<file path="config.mk">
export PLATFORM = sky130hd
export DESIGN_NAME = fp_add_issue_queue
export DESIGN_NICKNAME = d
export VERILOG_FILES = /design/src/rtl/fp_add_pkg.sv /design/src/rtl/sync_fifo.sv /design/src/rtl/fp_add_issue_queue.sv
export SDC_FILE = /design/constraint.sdc
export NUM_CORES = 1
export LEC_CHECK = 0
export BUFFER_PORTS_ARGS = -buffer_cell sky130_fd_sc_hd__clkbuf_2
export CORE_MARGIN = 2
export CORE_UTILIZATION = 55
export CTS_BUF_LIST = sky130_fd_sc_hd__clkbuf_8
export DETAILED_ROUTE_END_ITERATION = 8
export PLACE_DENSITY = 0.75
export REMOVE_ABC_BUFFERS = 1
export SLEW_MARGIN = 15
export SYNTH_ARGS = -nofsm -noshare
export SYNTH_HDL_FRONTEND = slang
export SYNTH_HIERARCHICAL = 1
export SYNTH_SLANG_ARGS = --single-unit
</file>
<file path="constraint.sdc">
create_clock -name clk -period 11.2 [get_ports clk]
set_input_delay 0.56 -clock clk [delete_from_list [all_inputs] [get_ports clk]]
set_output_delay 0.56 -clock clk [all_outputs]
set_load 0.01 [all_outputs]
</file>
<file path="src/rtl/fp_add_pkg.sv">
// rtl/fp_add_pkg.sv - FP32 field layout, special constants and issue-queue FSM states
package fp_add_pkg;

    localparam int FP32_W = 32;
    localparam int EXP_W  = 8;
    localparam int MAN_W  = 23;

    localparam logic [FP32_W-1:0] FP32_POS_INF = 32'h7F80_0000;
    localparam logic [FP32_W-1:0] FP32_NEG_INF = 32'hFF80_0000;
    localparam logic [FP32_W-1:0] FP32_QNAN    = 32'h7FC0_0000;

    typedef struct packed {
        logic             sign;
        logic [EXP_W-1:0] exp;
        logic [MAN_W-1:0] man;
    } fp32_t;

    typedef struct packed {
        fp32_t a;
        fp32_t b;
    } op_pair_t;

    typedef enum logic {
        ST_FLUSH = 1'b0,
        ST_RUN   = 1'b1
    } state_t;

endpackage

</file>
<file path="src/rtl/sync_fifo.sv">
// rtl/sync_fifo.sv - synchronous first-word-fall-through FIFO with occupancy count
//
// Ports:
//   clk, reset          clock, synchronous active-high reset
//   wr_en, wr_data      push request (ignored when full)
//   rd_en               pop request (ignored when empty)
//   rd_data             head entry, valid whenever empty=0
//   empty, count        status; count ranges 0..DEPTH
module sync_fifo #(
    parameter int WIDTH = 32,
    parameter int DEPTH = 4
) (
    input  logic                     clk,
    input  logic                     reset,
    input  logic                     wr_en,
    input  logic [WIDTH-1:0]         wr_data,
    input  logic                     rd_en,
    output logic [WIDTH-1:0]         rd_data,
    output logic                     empty,
    output logic [$clog2(DEPTH):0]   count
);

    localparam int AW = $clog2(DEPTH);

    logic [WIDTH-1:0] mem [DEPTH];
    logic [AW-1:0]    wr_ptr;
    logic [AW-1:0]    rd_ptr;
    logic             full;
    logic             do_wr;
    logic             do_rd;

    assign full    = (count == (AW+1)'(DEPTH));
    assign empty   = (count == '0);
    assign do_wr   = wr_en && !full;
    assign do_rd   = rd_en && !empty;
    assign rd_data = mem[rd_ptr];

    always_ff @(posedge clk) begin
        if (reset) begin
            wr_ptr <= '0;
            rd_ptr <= '0;
            count  <= '0;
        end else begin
            if (do_wr) wr_ptr <= wr_ptr + AW'(1);
            if (do_rd) rd_ptr <= rd_ptr + AW'(1);
            count <= count + {{AW{1'b0}}, do_wr} - {{AW{1'b0}}, do_rd};
        end
    end

    // Storage carries no reset: contents are only observed through count/empty.
    always_ff @(posedge clk) begin
        if (do_wr) mem[wr_ptr] <= wr_data;
    end

endmodule

</file>
<file path="src/rtl/fp_add_issue_queue.sv">
// rtl/fp_add_issue_queue.sv - credit-gated issue queue in front of a stall-free FP32 adder
//
// Ports:
//   clk, reset                    clock, synchronous active-high reset
//   in_valid/in_ready/in_op_a/b   operand pair input stream
//   add_en/add_op_1/add_op_2      issue strobe and operands to the adder
//   add_res/add_val               result return from the adder
//   out_valid/out_ready/out_res   result output stream (FWFT head)
//   inflight                      issued operations whose result has not returned
//   err_spurious                  sticky flag for a result nobody asked for
module fp_add_issue_queue
    import fp_add_pkg::*;
#(
    parameter int W         = FP32_W,
    parameter int OP_DEPTH  = 4,
    parameter int RES_DEPTH = 8,
    parameter int ADD_LAT   = 1
) (
    input  logic                        clk,
    input  logic                        reset,
    input  logic                        in_valid,
    output logic                        in_ready,
    input  logic [W-1:0]                in_op_a,
    input  logic [W-1:0]                in_op_b,
    output logic                        add_en,
    output logic [W-1:0]                add_op_1,
    output logic [W-1:0]                add_op_2,
    input  logic [W-1:0]                add_res,
    input  logic                        add_val,
    output logic                        out_valid,
    input  logic                        out_ready,
    output logic [W-1:0]                out_res,
    output logic [$clog2(RES_DEPTH):0]  inflight,
    output logic                        err_spurious
);

    localparam int CW  = $clog2(RES_DEPTH) + 1;
    localparam int OCW = $clog2(OP_DEPTH) + 1;
    localparam int FW  = $clog2(ADD_LAT + 1) + 1;

    state_t          state_q;
    state_t          state_d;
    logic [FW-1:0]   flush_cnt;
    logic            run;

    logic [2*W-1:0]  op_head;
    logic            op_empty;
    logic [OCW-1:0]  op_count;
    logic            op_push;

    logic            res_empty;
    logic [CW-1:0]   res_count;

    logic [CW:0]     credit_used;
    logic            issue;
    logic            ret;
    logic            spur;

    // FLUSH covers the cycles in which the adder may still emit results for
    // operations issued before reset; those must not be counted or flagged.
    always_ff @(posedge clk) begin
        if (reset) begin
            state_q   <= ST_FLUSH;
            flush_cnt <= FW'(ADD_LAT);
        end else begin
            state_q <= state_d;
            if (state_q == ST_FLUSH && flush_cnt != '0) flush_cnt <= flush_cnt - FW'(1);
        end
    end

    always_comb begin
        state_d = state_q;
        if (state_q == ST_FLUSH && flush_cnt == '0) state_d = ST_RUN;
    end

    assign run = (state_q == ST_RUN);

    assign in_ready = !reset && run && (op_count < OCW'(OP_DEPTH));
    assign op_push  = in_valid && in_ready;

    sync_fifo #(
        .WIDTH (2*W),
        .DEPTH (OP_DEPTH)
    ) u_op_fifo (
        .clk     (clk),
        .reset   (reset),
        .wr_en   (op_push),
        .wr_data ({in_op_a, in_op_b}),
        .rd_en   (issue),
        .rd_data (op_head),
        .empty   (op_empty),
        .count   (op_count)
    );

    // Every issued op owns a result-FIFO slot until it is popped, so the
    // adder can never return a result with nowhere to put it.
    assign credit_used = {1'b0, res_count} + {1'b0, inflight};
    assign issue       = run && !op_empty && (credit_used < (CW+1)'(RES_DEPTH));
    assign ret         = add_val && (inflight != '0);
    assign spur        = add_val && (inflight == '0) && run;

    always_ff @(posedge clk) begin
        if (reset) begin
            add_en   <= 1'b0;
            add_op_1 <= '0;
            add_op_2 <= '0;
        end else begin
            add_en <= issue;
            if (issue) begin
                add_op_1 <= op_head[2*W-1:W];
                add_op_2 <= op_head[W-1:0];
            end
        end
    end

    always_ff @(posedge clk) begin
        if (reset) begin
            inflight <= '0;
        end else if (issue && !ret) begin
            inflight <= inflight + CW'(1);
        end else if (!issue && ret) begin
            inflight <= inflight - CW'(1);
        end
    end

    always_ff @(posedge clk) begin
        if (reset) begin
            err_spurious <= 1'b0;
        end else if (spur) begin
            err_spurious <= 1'b1;
        end
    end

    sync_fifo #(
        .WIDTH (W),
        .DEPTH (RES_DEPTH)
    ) u_res_fifo (
        .clk     (clk),
        .reset   (reset),
        .wr_en   (ret),
        .wr_data (add_res),
        .rd_en   (out_ready),
        .rd_data (out_res),
        .empty   (res_empty),
        .count   (res_count)
    );

    assign out_valid = !res_empty;

    a_no_res_overflow: assert property (@(posedge clk) disable iff (reset)
        !(ret && res_count == CW'(RES_DEPTH)));

endmodule
</file>
---- Word-level counts from Yosys, hierarchy flattened ----
Memories as Yosys holds them, arrays and structs flattened. A register that Yosys moved wholly into a read port is not among the register bits.
Index checks and enable logic that the tools add are counted.
word-level totals
  word-level logic and storage cells ...... 68
  input bits .............................. 101
  register bits after elaboration ......... 26
  RAM bits ................................ 512
  memories kept ........................... 2
cells by class
  reduce and logical (&&, ||, !) cells .... 30
  mux-type cells .......................... 8
  order comparisons ....................... 2
  $add $sub $neg .......................... 12
  equal/unequal tests ..................... 2
  bitwise gates (word level) .............. 1
memory list
  name            words  bits a word  rd ports  clocked after Yosys merged registers in  write ports  RTL line         RTL
  u_op_fifo.mem   4      64           1         1                                        1            sync_fifo.sv:25  logic [WIDTH-1:0] mem [DEPTH];
  u_res_fifo.mem  8      32           1         1                                        1            sync_fifo.sv:25
operator list
  operator                                                              number
  1-bit logical AND                                                     16
  4-bit logical NOT                                                     2
  4-bit two-way mux                                                     2
  1-bit logical NOT                                                     7
  3-bit by 1-bit adder with 3-bit output, second input constant         2
  3-bit two-way mux                                                     2
  4-bit by 4-bit adder with 5-bit output                                1
  5-bit by 4-bit < comparator with 1-bit output, second input constant  1
  2-bit by 1-bit adder with 2-bit output, second input constant         2
  4-bit by 1-bit adder with 4-bit output                                1
  4-bit by 1-bit adder with 4-bit output, second input constant         1
  4-bit equality test, second input constant                            1
  1-bit two-way mux                                                     4
  2-bit nonzero test                                                    2
  4-bit nonzero test                                                    1
  4-bit by 1-bit subtractor with 4-bit output                           1
  4-bit by 1-bit subtractor with 4-bit output, second input constant    1
  3-bit by 1-bit adder with 3-bit output                                1
  3-bit equality test, second input constant                            1
  3-bit logical NOT                                                     1
  3-bit < comparator, second input constant                             1
  3-bit by 1-bit subtractor with 3-bit output                           1
  2-bit logical NOT                                                     1
  2-bit by 1-bit subtractor with 2-bit output, second input constant    1
  1-bit NOT                                                             1

---- Logic depth before layout (Yosys ltp) ----
  depth after elaboration ................. 8
  mapped depth ............................ 14

---- Modules after synthesis ----
The synthesis kept the hierarchy.
by module, submodules not included
  module                  times used  area an instance (um2)  cells an instance
  sync_fifo (u_res_fifo)  1           10482.6                 450
  sync_fifo (u_op_fifo)   1           9779.4                  384
  fp_add_issue_queue      1           2740.1                  335

---- Worst setup path before layout ----
No wires, ideal clock.
  path kind ............................... reg2reg
  start ................................... register inflight[0]
  end ..................................... memory u_res_fifo.mem[0][0] (enable)
  path buffers ............................ 0
  data arrival time ....................... 4.039 ns
  data required time ...................... 10.699 ns
  setup time .............................. 0.501 ns
  stages on the path, launching flop included .. 6
  clock period less this slack ............ 4.540 ns
  slack ................................... 6.660 ns
  cell sequence ........................... dfxtp_1 > nor4_1 > nand2b_1 > inv_1 > nand2_1 > nor4_1
between the ends
  cells in the longest elaborated chain, start to end .. 5
ends and longest elaborated chain
  element                                  RTL line                   RTL
  from (decl)                              fp_add_issue_queue.sv:33   output logic [$clog2(RES_DEPTH):0] inflight,
  from (signal assigned)                   fp_add_issue_queue.sv:120  inflight <= inflight + CW'(1);
  from (signal assigned)                   fp_add_issue_queue.sv:122  inflight <= inflight - CW'(1);
  4-bit nonzero test                       fp_add_issue_queue.sv:99   assign ret = add_val && (inflight != '0);
  1-bit logical AND                        fp_add_issue_queue.sv:99
  via ret                                  fp_add_issue_queue.sv:56   logic ret;
  1-bit logical AND                        sync_fifo.sv:34            assign do_wr = wr_en && !full;
  1-bit two-way mux                        sync_fifo.sv:52            if (do_wr) mem[wr_ptr] <= wr_data;
  1-bit two-way mux (not written as such)  sync_fifo.sv:52
  to (decl)                                sync_fifo.sv:25
The timed path passes the listed nets, and every way through them passes these cells.

---- Final worst setup path ----
  start ................................... register inflight[3]
  end ..................................... register u_op_fifo.count[2]
between the ends
  cells in the longest elaborated chain, start to end .. 5
ends and longest elaborated chain
  element                                        RTL line                  RTL
  4-bit by 4-bit adder with 5-bit output         fp_add_issue_queue.sv:97  assign credit_used = {1'b0, res_count} + {1'b0, inflight};
  5-bit by 4-bit < comparator with 1-bit output  fp_add_issue_queue.sv:98  assign issue = run && !op_empty && (credit_used < (CW+1)'(RES_DEPTH));
  1-bit logical AND                              fp_add_issue_queue.sv:98
  1-bit logical AND                              sync_fifo.sv:35           assign do_rd = rd_en && !empty;
  via u_op_fifo.do_rd                            sync_fifo.sv:30           logic do_rd;
  3-bit by 1-bit subtractor with 3-bit output    sync_fifo.sv:46           count <= count + {{AW{1'b0}}, do_wr} - {{AW{1'b0}}, do_rd};
  to (signal assigned)                           sync_fifo.sv:46
  to (decl)                                      sync_fifo.sv:20           output logic [$clog2(DEPTH):0] count
The timed path passes the listed nets, and every way through them passes these cells.
A chain may end at the register's enable or synchronous reset.

==> flow_metrics.py <==
metrics = {
    "die": {
        "core_um2": 41000,
        "die_area_um2": 43500,
        "fp.dieH_um": 209,
        "start_util_pct": 56.1,
        "io_pins": 205,
        "chipWidth_um": 209,
        "rows": 74,
    },
    "synth": {
        "syn-cell-area_um2": 23000,
        "synth_top_area_cell": "edfxtp_1",
        "synth-seq-cells": 607,
        "synth_edf_count": 512,
        "synth_cells": 1169,
        "ys_seq_area_share_pct": 75.1,
        "synth_cell_types": 40,
        "async_flop_share_pct": 0,
        "avgSynthCellArea_um2": 19.7,
        "synth_area_leaders": "edfxtp_1, dfxtp_1, mux4_2",
        "yosysWarnings": 6,
        "synth_top_area_share_pct": 66.8,
        "synth_flop_cell": "edfxtp_1",
    },
    "setup_path": {
        "worst-path-stages": 15,
        "end_kind": "flop",
        "cp_top_family": "buffers and inverters",
        "crit_path_cell_trace": "ha_1 > nor4_2 > o211ai_4 > buf_4 > inv_2 > buf_4 > o31ai_1 > inv_1 > ha_1 > inv_1 > ha_1 > fa_1 > xnor2_1 > xnor2_1 > nor2_1",
        "cp.required_ps": 11730,
        "crit_top_cell": "ha_1",
        "r2r_slack_ps": 7220,
        "worstPathArrival_ps": 4510,
        "r2r_cells": 15,
        "crit_type": "reg2reg",
        "cp_slowest_stage_delay_ps": 660,
        "critPathMaxFanout": 66,
        "cp_num_buf_inv": 5,
        "critPathSlowestCell": "buf_4",
        "crit_path_start_kind": "flop",
    },
    "finish": {
        "final_cell_mix": "edfxtp_1, clkbuf_2, nand2_1, clkbuf_8, dfxtp_1",
        "syn2layout_area_growth_pct": 14.5,
        "drive_gt1_share_pct": 32.8,
        "multi_input_area_um2": 5270,
        "final_common_cell": "edfxtp_1",
        "final_nets": 1550,
        "register_area_um2": 17300,
        "nFillCells": 2802,
    },
    "global_route": {
        "antenna_found_initial": 5,
        "grt_first_pass_wirelength_mm": 66.8,
        "grt_pass1_vias": 11900,
        "track_usage_pct": 20.4,
        "gr-total-overflow": 0,
        "grt_max_degree": 67,
    },
    "sta": {
        "fin_crit_sh_pct": 35.6,
        "final-setup-viol-count": 0,
        "hold_violations": 0,
        "worst_pin_slew_ps": 1050,
        "max_freq_mhz": 251,
        "maxSlewViolCount": 0,
        "rsz0062_at_grt": "no",
        "finalSetupTns_ps": 0,
        "fin_skew_ps": 24.8,
        "slew-limit-headroom_pct": 29.9,
        "timing.hold.ws_ps": 114,
        "layout_min_cycle_time_ps": 3980,
    },
    "route": {
        "vias": 11500,
        "drc": 0,
        "drtAntennaViolNets": 0,
        "viasPerCell": 5.63,
        "drt-initial-drc-count": 650,
        "drt_wl_total_mm": 43.8,
        "wire_per_inst_um": 21.5,
        "drt_pass1_iterations": 7,
    },
    "power": {
        "pwr_density_cell_nw_per_um2": 190,
        "power_leakage_nw": 8.94,
        "vdd_drop_max_v": 0.000123,
    },
    "clocking": {
        "htree_levels": 3,
        "cts_resized": 0,
        "clock_sinks": 607,
        "clk_latency_ps": 660,
        "tritoncts": "yes",
        "clk_pin_slew_ps": 70,
        "numCtsBuffers": 95,
        "clockRootBuffer": "clkbuf_8",
        "post_cts_buffers": 0,
        "cts_hold_buf": 0,
        "cts.path.max_buffers": 3,
    },
    "hold_path": {
        "worstHoldPathType": "in2reg",
        "whs_path_depth": 1,
    },
    "flow_run": {
        "drv_cap": 0,
    },
    "placed_design": {
        "gp_congestion": 0.774,
        "portBuffers": 204,
        "dpl.hpwl_mm": 23.8,
    },
    "outcome": {
        "outcome": "complete, no violations",
    },
}
==> cells in the mapped netlist, types with 2 or more instances <==
library cell  number
nand3_1            3
nor4_1             2
inv_1             18
buf_12             6
a31o_2             2
o21ai_0            2
edfxtp_1         512
ha_1              20
nor3_1             5
nor2b_1            7
fa_1               3
mux2i_1            5
mux4_2            84
nor2_1            26
xnor2_1            5
a31oi_1            3
nand2b_1          11
xor2_1             3
mux2_2            37
dfxtp_1           95
and2_1             7
a21oi_1           71
buf_2             18
clkbuf_1          15
nor3b_1            2
buf_1              3
or3_1              2
buf_6             14
mux4_1            44
nand2_1          133
a211oi_1           2
==> metrics by stage <==
stage               power [mW]  area (um^2)  cells  setup slack (ps)  utilization [%]
global placement          3.19        24400   1861              7300             59.6
floorplan                 2.99        22600   1111              6630                -
global route              5.19        26300   2036              6910             64.2
finish                    4.99        26300   2037              7220             64.2
detailed placement        3.21        24400   1861              7170             59.6
CTS                       5.05        26300   2035              7160             64.2
==> power by group <==
part | internal, mW | switching, mW
combinational | 0.263 | 0.283
sequential | 2.54 | 0.0643
clock | 1.01 | 0.833
total | 3.81 | 1.18
==> area by class of cell <==
class | count | share of cell area, %
Sequential cell | 607 | 65.6
Tap cell | 532 | 2.53
Clock inverter | 72 | 1.91
Inverter | 19 | 0.271
Clock buffer | 102 | 5.33
Timing Repair Buffer | 218 | 4.28
Antenna cell | 2 | 0.0190
Multi-Input combinational cell | 485 | 20.0
==> layer usage <==
| layer | global-route usage, % | wire [um] |
|---|---|---|
| met1 | 24.8 | 17100 |
| met3 | 6.29 | 3170 |
| met4 | 6.65 | 873 |
| met5 | 0 | 50 |
| met2 | 35.1 | 22600 |
==> cells by family after synthesis <==
group | synth area share (%)
simple gates | 3.72
flops | 75.1
xor+xnor | 0.305
mux | 15.3
compound gates | 1.99
buf+inv | 2.26
fa+ha+maj | 1.35
==> registers in the layout (all words and copies together) (netlist names), 4 cells and up, named ones only <==
signal            flops
add_op_1             32
add_op_2             32
inflight              4
u_op_fifo/mem       256
u_res_fifo/count      4
u_res_fifo/mem      256
==> worst paths after layout <==
path,startpoint,endpoint
min,in_op_a[31],u_op_fifo/mem[2][63]
max reg2reg,inflight[3],u_op_fifo/count[2]
max,inflight[3],u_op_fifo/count[2]
min reg2reg,add_op_2[0],add_op_2[0]
No activity file was read; power rests on OpenSTA's default activity.
